$ cat src/rtl/alu_pkg.sv
// Shared ALU definitions: control codes and datapath/register-file sizing.
package alu_pkg;

    localparam int ALU_WIDTH = 32;
    localparam int ALU_NREGS = 32;
    localparam int ALU_AW    = $clog2(ALU_NREGS);

    typedef enum logic [2:0] {
        ALU_ADD = 3'd2,
        ALU_SUB = 3'd3,
        ALU_AND = 3'd4,
        ALU_OR  = 3'd5,
        ALU_NOR = 3'd6,
        ALU_XOR = 3'd7
    } alu_ctl_e;

endpackage

$ cat src/rtl/alu_regfile.sv
// Architectural register file: two asynchronous read ports, one synchronous
// write port, r0 hard-wired to zero, synchronous clear on reset.
module alu_regfile
    import alu_pkg::*;
#(
    parameter int WIDTH = ALU_WIDTH,
    parameter int NREGS = ALU_NREGS
) (
    input  logic                     clock,
    input  logic                     reset,
    input  logic [$clog2(NREGS)-1:0] ra_addr,
    output logic [WIDTH-1:0]         ra_data,
    input  logic [$clog2(NREGS)-1:0] rb_addr,
    output logic [WIDTH-1:0]         rb_data,
    input  logic                     we,
    input  logic [$clog2(NREGS)-1:0] waddr,
    input  logic [WIDTH-1:0]         wdata
);

    localparam int AW = $clog2(NREGS);

    logic [WIDTH-1:0] regs [NREGS];

    // Register array update; a write to r0 is discarded so it always reads zero.
    always_ff @(posedge clock) begin
        if (reset) begin
            for (int i = 0; i < NREGS; i++) begin
                regs[i] <= {WIDTH{1'b0}};
            end
        end else if (we && (waddr != {AW{1'b0}})) begin
            regs[waddr] <= wdata;
        end
    end

    assign ra_data = (ra_addr == {AW{1'b0}}) ? {WIDTH{1'b0}} : regs[ra_addr];
    assign rb_data = (rb_addr == {AW{1'b0}}) ? {WIDTH{1'b0}} : regs[rb_addr];

endmodule

$ cat src/rtl/alu_operand_stage.sv
// Operand-fetch stage in front of the ALU: register read, immediate select and
// a one-deep output register. Optional write-to-read bypass: ALU_OPSTAGE_BYPASS_EN.
module alu_operand_stage
    import alu_pkg::*;
#(
    parameter int WIDTH = ALU_WIDTH,
    parameter int NREGS = ALU_NREGS
) (
    input  logic                     clock,
    input  logic                     reset,
    input  logic                     in_valid,
    output logic                     in_ready,
    input  logic [$clog2(NREGS)-1:0] in_rs,
    input  logic [$clog2(NREGS)-1:0] in_rt,
    input  logic [$clog2(NREGS)-1:0] in_rd,
    input  logic [2:0]               in_control,
    input  logic                     in_use_imm,
    input  logic [WIDTH-1:0]         in_imm,
    output logic                     out_valid,
    input  logic                     out_ready,
    output logic [WIDTH-1:0]         out_A,
    output logic [WIDTH-1:0]         out_B,
    output logic [2:0]               out_control,
    output logic [$clog2(NREGS)-1:0] out_rd,
    input  logic                     wb_en,
    input  logic [$clog2(NREGS)-1:0] wb_addr,
    input  logic [WIDTH-1:0]         wb_data
);

    localparam int AW = $clog2(NREGS);

    logic [WIDTH-1:0] rs_data;
    logic [WIDTH-1:0] rt_data;
    logic [WIDTH-1:0] a_sel;
    logic [WIDTH-1:0] b_sel;
    logic             accept;

    alu_regfile #(
        .WIDTH (WIDTH),
        .NREGS (NREGS)
    ) u_regfile (
        .clock   (clock),
        .reset   (reset),
        .ra_addr (in_rs),
        .ra_data (rs_data),
        .rb_addr (in_rt),
        .rb_data (rt_data),
        .we      (wb_en),
        .waddr   (wb_addr),
        .wdata   (wb_data)
    );

    assign in_ready = !out_valid || out_ready;
    assign accept   = in_valid && in_ready;

    // Operand selection; with bypass, a same-cycle writeback overrides the array read.
    always_comb begin
        a_sel = rs_data;
        b_sel = rt_data;
`ifdef ALU_OPSTAGE_BYPASS_EN
        if (wb_en && (wb_addr != {AW{1'b0}}) && (wb_addr == in_rs)) begin
            a_sel = wb_data;
        end else begin
            a_sel = rs_data;
        end
        if (in_use_imm) begin
            b_sel = in_imm;
        end else if (wb_en && (wb_addr != {AW{1'b0}}) && (wb_addr == in_rt)) begin
            b_sel = wb_data;
        end else begin
            b_sel = rt_data;
        end
`else
        if (in_use_imm) begin
            b_sel = in_imm;
        end else begin
            b_sel = rt_data;
        end
`endif
    end

    // Output register: captured only on accept, so held operands are snapshots.
    always_ff @(posedge clock) begin
        if (reset) begin
            out_valid   <= 1'b0;
            out_A       <= {WIDTH{1'b0}};
            out_B       <= {WIDTH{1'b0}};
            out_control <= 3'd0;
            out_rd      <= {AW{1'b0}};
        end else if (accept) begin
            out_valid   <= 1'b1;
            out_A       <= a_sel;
            out_B       <= b_sel;
            out_control <= in_control;
            out_rd      <= in_rd;
        end else if (out_ready) begin
            out_valid   <= 1'b0;
        end
    end

endmodule

$ cat config.mk
export PLATFORM = sky130hd
export DESIGN_NAME = alu_operand_stage
export DESIGN_NICKNAME = d
export VERILOG_FILES = /design/src/rtl/alu_pkg.sv /design/src/rtl/alu_regfile.sv /design/src/rtl/alu_operand_stage.sv
export SDC_FILE = /design/constraint.sdc
export NUM_CORES = 2
export LEC_CHECK = 0
export ABC_CLOCK_PERIOD_IN_PS = 5300
export BUFFER_PORTS_ARGS = -buffer_cell sky130_fd_sc_hd__buf_4
export CAP_MARGIN = 5
export CORE_MARGIN = 8
export CORE_UTILIZATION = 45
export DETAILED_ROUTE_END_ITERATION = 10
export GPL_ROUTABILITY_DRIVEN = 1
export PLACE_DENSITY_LB_ADDON = 0.1
export SYNTH_ARGS = -nofsm -noshare
export SYNTH_HDL_FRONTEND = slang
export SYNTH_SLANG_ARGS = --single-unit
$ cat constraint.sdc
create_clock -name clock -period 5.3 [get_ports clock]
set_input_delay 0.53 -clock clock [delete_from_list [all_inputs] [get_ports clock]]
set_output_delay 0.53 -clock clock [all_outputs]
set_load 0.01 [all_outputs]
==> impl_summary.md <==
Run status
The run finished with clean final reports.

Power
The share of total power in combinational logic is 0.117. The share of total power dissipated in the clock network is 0.407. Of the total power, registers draw 0.476. The largest voltage drop on the vdd net is 0.347 mV. Of the total power, the share spent switching nets is 0.257. Internal power comes to 0.0161 W. Summed over all nets, the switching power comes to 0.00558 W. The analysis attributes to cell leakage a power of 22.5 nW.

The total power per unit cell area is roughly 340 nW/µm².

GRT
The number of antenna violations at the first check in global routing was 25. The overall overflow remaining after global route is 0. Across every metal layer, demand over resource in global routing totals 0.302. The number of global-route vias before repair came to 37019.

The wire length of the first global-routing pass is 299000 µm. The pin count of the biggest net entering global routing is 76.

Routing
In the routed design, unresolved DRC markers number 0. The final route contains 38108 vias. In the final routed layout, each cell accounts on average for 37.4 µm. The final antenna-violating net count is 0. The violation count after the first detailed-routing iteration is about 5200.

The highest routed metal layer is met5. For this block, the routed nets add up to 216000 µm of wire. The number of optimization iterations in the first detailed-route pass is 5. The amount of wire on met3 after detailed routing is 22200 µm. Wire segments on met2 add up to 95600 µm in the final route. The detail-routed via count per cell is around 6.6.

The detailed router put a total of 90300 µm of wire on met1.

Setup path
The startpoint class of the critical path is an input pin. The worst register-to-register path begins at out_valid$_SDFFE_PP0P_. The critical path is of the in -> reg type. The worst register-to-register path has a depth of 6.

For the worst setup path, the data arrival time is 3.37 ns. The nature of the critical path endpoint is a register. The worst setup path startpoint is reset. In this run the worst path has a maximum fanout of 75.

The setup slack on the worst flop-to-flop path is 2.34 ns. The terminus of the critical flop-to-flop path is out_A[15]$_SDFFE_PP0P_. Data on the critical path is required at its endpoint by 5.67 ns.

Clock tree
The root buffer cell is sky130_fd_sc_hd__clkbuf_16. The number of clock buffers added by TritonCTS is 130. CTS built an H-tree with a depth of 4.

At the later pin of the worst-skew pair, clock insertion delay measures 0.78 ns. The clock tree from TritonCTS is built. The maximum count of clock buffers along a single path is 3.

After clock tree synthesis, the clock-pin slew on the worst setup and hold paths is ~0.06 ns. The number of clock sinks is 1097.

Cells and area
The combined flip-flop and latch cell area is 32200 µm². The post-route non-filler standard cell count is between 5000 and 6000. The layout filler cell count is 10707. In the layout the commonest cells are sky130_fd_sc_hd__edfxtp_1 (1024), sky130_fd_sc_hd__and2_1 (992), sky130_fd_sc_hd__mux4_2 (385). The commonest non-fill, non-tap cell in the layout is sky130_fd_sc_hd__edfxtp_1. The final layout contains 4102 nets. The area of combinational cells with multiple inputs is 23500 µm². The layout cell share with drive strength beyond 1 is 0.243. Compared with the post-synthesis result, the final layout area differs by 12.5%.

Timing
Setup repair after global routing left no endpoint under its margin. The routed design could run at a clock period as short as 3.00 ns. For the pin with the worst max-slew slack, the measured transition is 1.39 ns.

The count of final hold-check violations is 0. Across the routed clock network, the largest skew measured is slightly above 0.03 ns. The setup TNS after final layout is 0 ns. Setup violations remaining at the end of the flow were counted as 0. For this run, the top clock speed supported by timing is 334 MHz. The count of pins over their slew limit is 0. Headroom to the max-slew limit came out at 0.0714. Of the available clock period, the critical path in the final layout requires 0.565.

Synthesis
The flip-flop and latch count after synthesis is ~1100. For this run, the leading register cell type out of synthesis is sky130_fd_sc_hd__edfxtp_1. The Yosys warning count is 0. The number of enable-type register cells in the synthesized netlist is 1024.

In this run the mean area of a mapped cell was 14.3 µm². After synthesis, the netlist uses 41 different library cells. The async set-or-reset flop fraction in the synthesized netlist is 0. The portion of the post-synthesis area used by sequential elements is 0.563. Summing every instance area after synthesis gives 57200 µm². Synthesis handed over a netlist of 3994 instances.

Hold path
The worst hold path passes through 3 cells. The startpoint of the worst hold path is in_rd[0]. The tightest min-delay check is of the in -> reg type.

The worst hold endpoint is out_rd[0]$_SDFFE_PP0P_.

Die
The die outline width is 373 µm. The starting density of the core is 0.451. The die footprint is 139000 µm². In this run the vertical extent of the chip is ~370 µm. In this run the count of I/O pins placed on the die edge is 167. The number of placement rows is around 130. The floorplan step defined a core boundary enclosing ~130000 µm².

Placement
The cell total after placement is 5532. The HPWL after detailed placement is 133000 µm. The count of input and output buffers is around 170. Routability-driven placement finished with a final weighted congestion of 0.884.

Run
The number of max-cap violations is 0.
-- power groups by stage --
stage	clock network (W)	registers (W)	logic, W
6_report	0.00883	0.0103	0.00253
4_1_cts	0.00891	0.0103	0.00252
3_5_place_dp	0	0.0105	0.00251
5_1_grt	0.00923	0.0104	0.00263
3_3_place_gp	0	0.0105	0.00250
2_1_floorplan	0	0.0103	0.00148
-- sequential cells by signal, summed over array words and instances (netlist names) --
name and flops:
out_A 32, out_B 32, out_control 3, out_rd 5
out_valid 1, u_regfile.regs 1024
-- worst max-delay path, stage by stage --
cell and delay, ns:
sky130_fd_sc_hd__buf_6 0.23, sky130_fd_sc_hd__nand2b_1 0.26, sky130_fd_sc_hd__or3_1 0.60, sky130_fd_sc_hd__nor2_4 0.16
sky130_fd_sc_hd__buf_4 0.43, sky130_fd_sc_hd__or2_2 1.03
-- repair_timing --
action,4_1_cts,5_1_grt
resized for setup,0,0
endpoints found under the hold margin,7,0
hold buffers,7,0
buffers inserted,0,0
-- stage by stage --
stage / utilization / hold WS, ns / worst slack (ns) / total power (W) / cell area, µm²
6_report: 0.507 / 0.0593 / 2.30 / 0.0217 / 64400
4_1_cts: 0.507 / 0.00946 / 2.36 / 0.0217 / 64300
2_1_floorplan: - / 0.481 / 2.92 / 0.0118 / 57300
3_3_place_gp: 0.474 / 0.444 / 1.58 / 0.0130 / 60200
5_1_grt: 0.507 / 0.0443 / 2.28 / 0.0222 / 64300
3_5_place_dp: 0.474 / 0.452 / 1.55 / 0.0130 / 60200
-- cell families after synthesis --
family                 Yosys count  share of synthesized area
buffers and inverters          436                     0.0337
AND/OR/NAND/NOR               1307                      0.135
other                            1                  0.0000655
AO/OA/AOI/OAI                  467                     0.0628
flip-flops                    1097                      0.563
multiplexers                   686                      0.206
-- worst max path at each step --
stage	endpoint	slack, ns	cells past startpoint
after CTS	u_regfile.regs[20][1]$_SDFFCE_PN0P_	2.36	6
after detailed placement	u_regfile.regs[20][23]$_SDFFCE_PN0P_	1.55	6
after floorplan	out_B[13]$_SDFFE_PP0P_	2.92	8
final	u_regfile.regs[20][17]$_SDFFCE_PN0P_	2.30	6
after global placement	u_regfile.regs[20][28]$_SDFFCE_PN0P_	1.58	6
after global routing	u_regfile.regs[20][1]$_SDFFCE_PN0P_	2.28	6
-- routing by layer --
metal,global-route usage,vias up
met1,0.430,19993
met4,0.107,6
li1,-,15398
met2,0.454,2326
met5,0,-
met3,0.0744,385
-- area by class of cell --
class,count,share of cell area
Antenna cell,13,0.000505
Clock buffer,167,0.0553
Clock inverter,67,0.00859
Inverter,1,0.0000583
Multi-Input combinational cell,2492,0.365
Sequential cell,1097,0.500
Tap cell,1662,0.0323
Timing Repair Buffer,287,0.0377
-- synth_stat cells (35+ instances only) --
cell	n	share of area
sky130_fd_sc_hd__a21oi_1	62	0.0054
sky130_fd_sc_hd__o22ai_1	51	0.0056
sky130_fd_sc_hd__a2111oi_0	56	0.0086
sky130_fd_sc_hd__nor2_1	70	0.0046
sky130_fd_sc_hd__a22o_1	63	0.0096
sky130_fd_sc_hd__a221oi_1	35	0.0054
sky130_fd_sc_hd__a211oi_1	64	0.0084
sky130_fd_sc_hd__mux2_2	72	0.014
sky130_fd_sc_hd__clkbuf_1	321	0.021
sky130_fd_sc_hd__o221ai_1	52	0.0080
sky130_fd_sc_hd__mux2i_1	229	0.040
sky130_fd_sc_hd__dfxtp_1	73	0.026
sky130_fd_sc_hd__edfxtp_1	1024	0.54
sky130_fd_sc_hd__nand2_1	109	0.0071
sky130_fd_sc_hd__buf_2	56	0.0049
sky130_fd_sc_hd__mux4_2	385	0.15
sky130_fd_sc_hd__and2_1	993	0.11
sky130_fd_sc_hd__nor4_1	39	0.0043
Note: power is estimated with default switching activity, not from simulation.
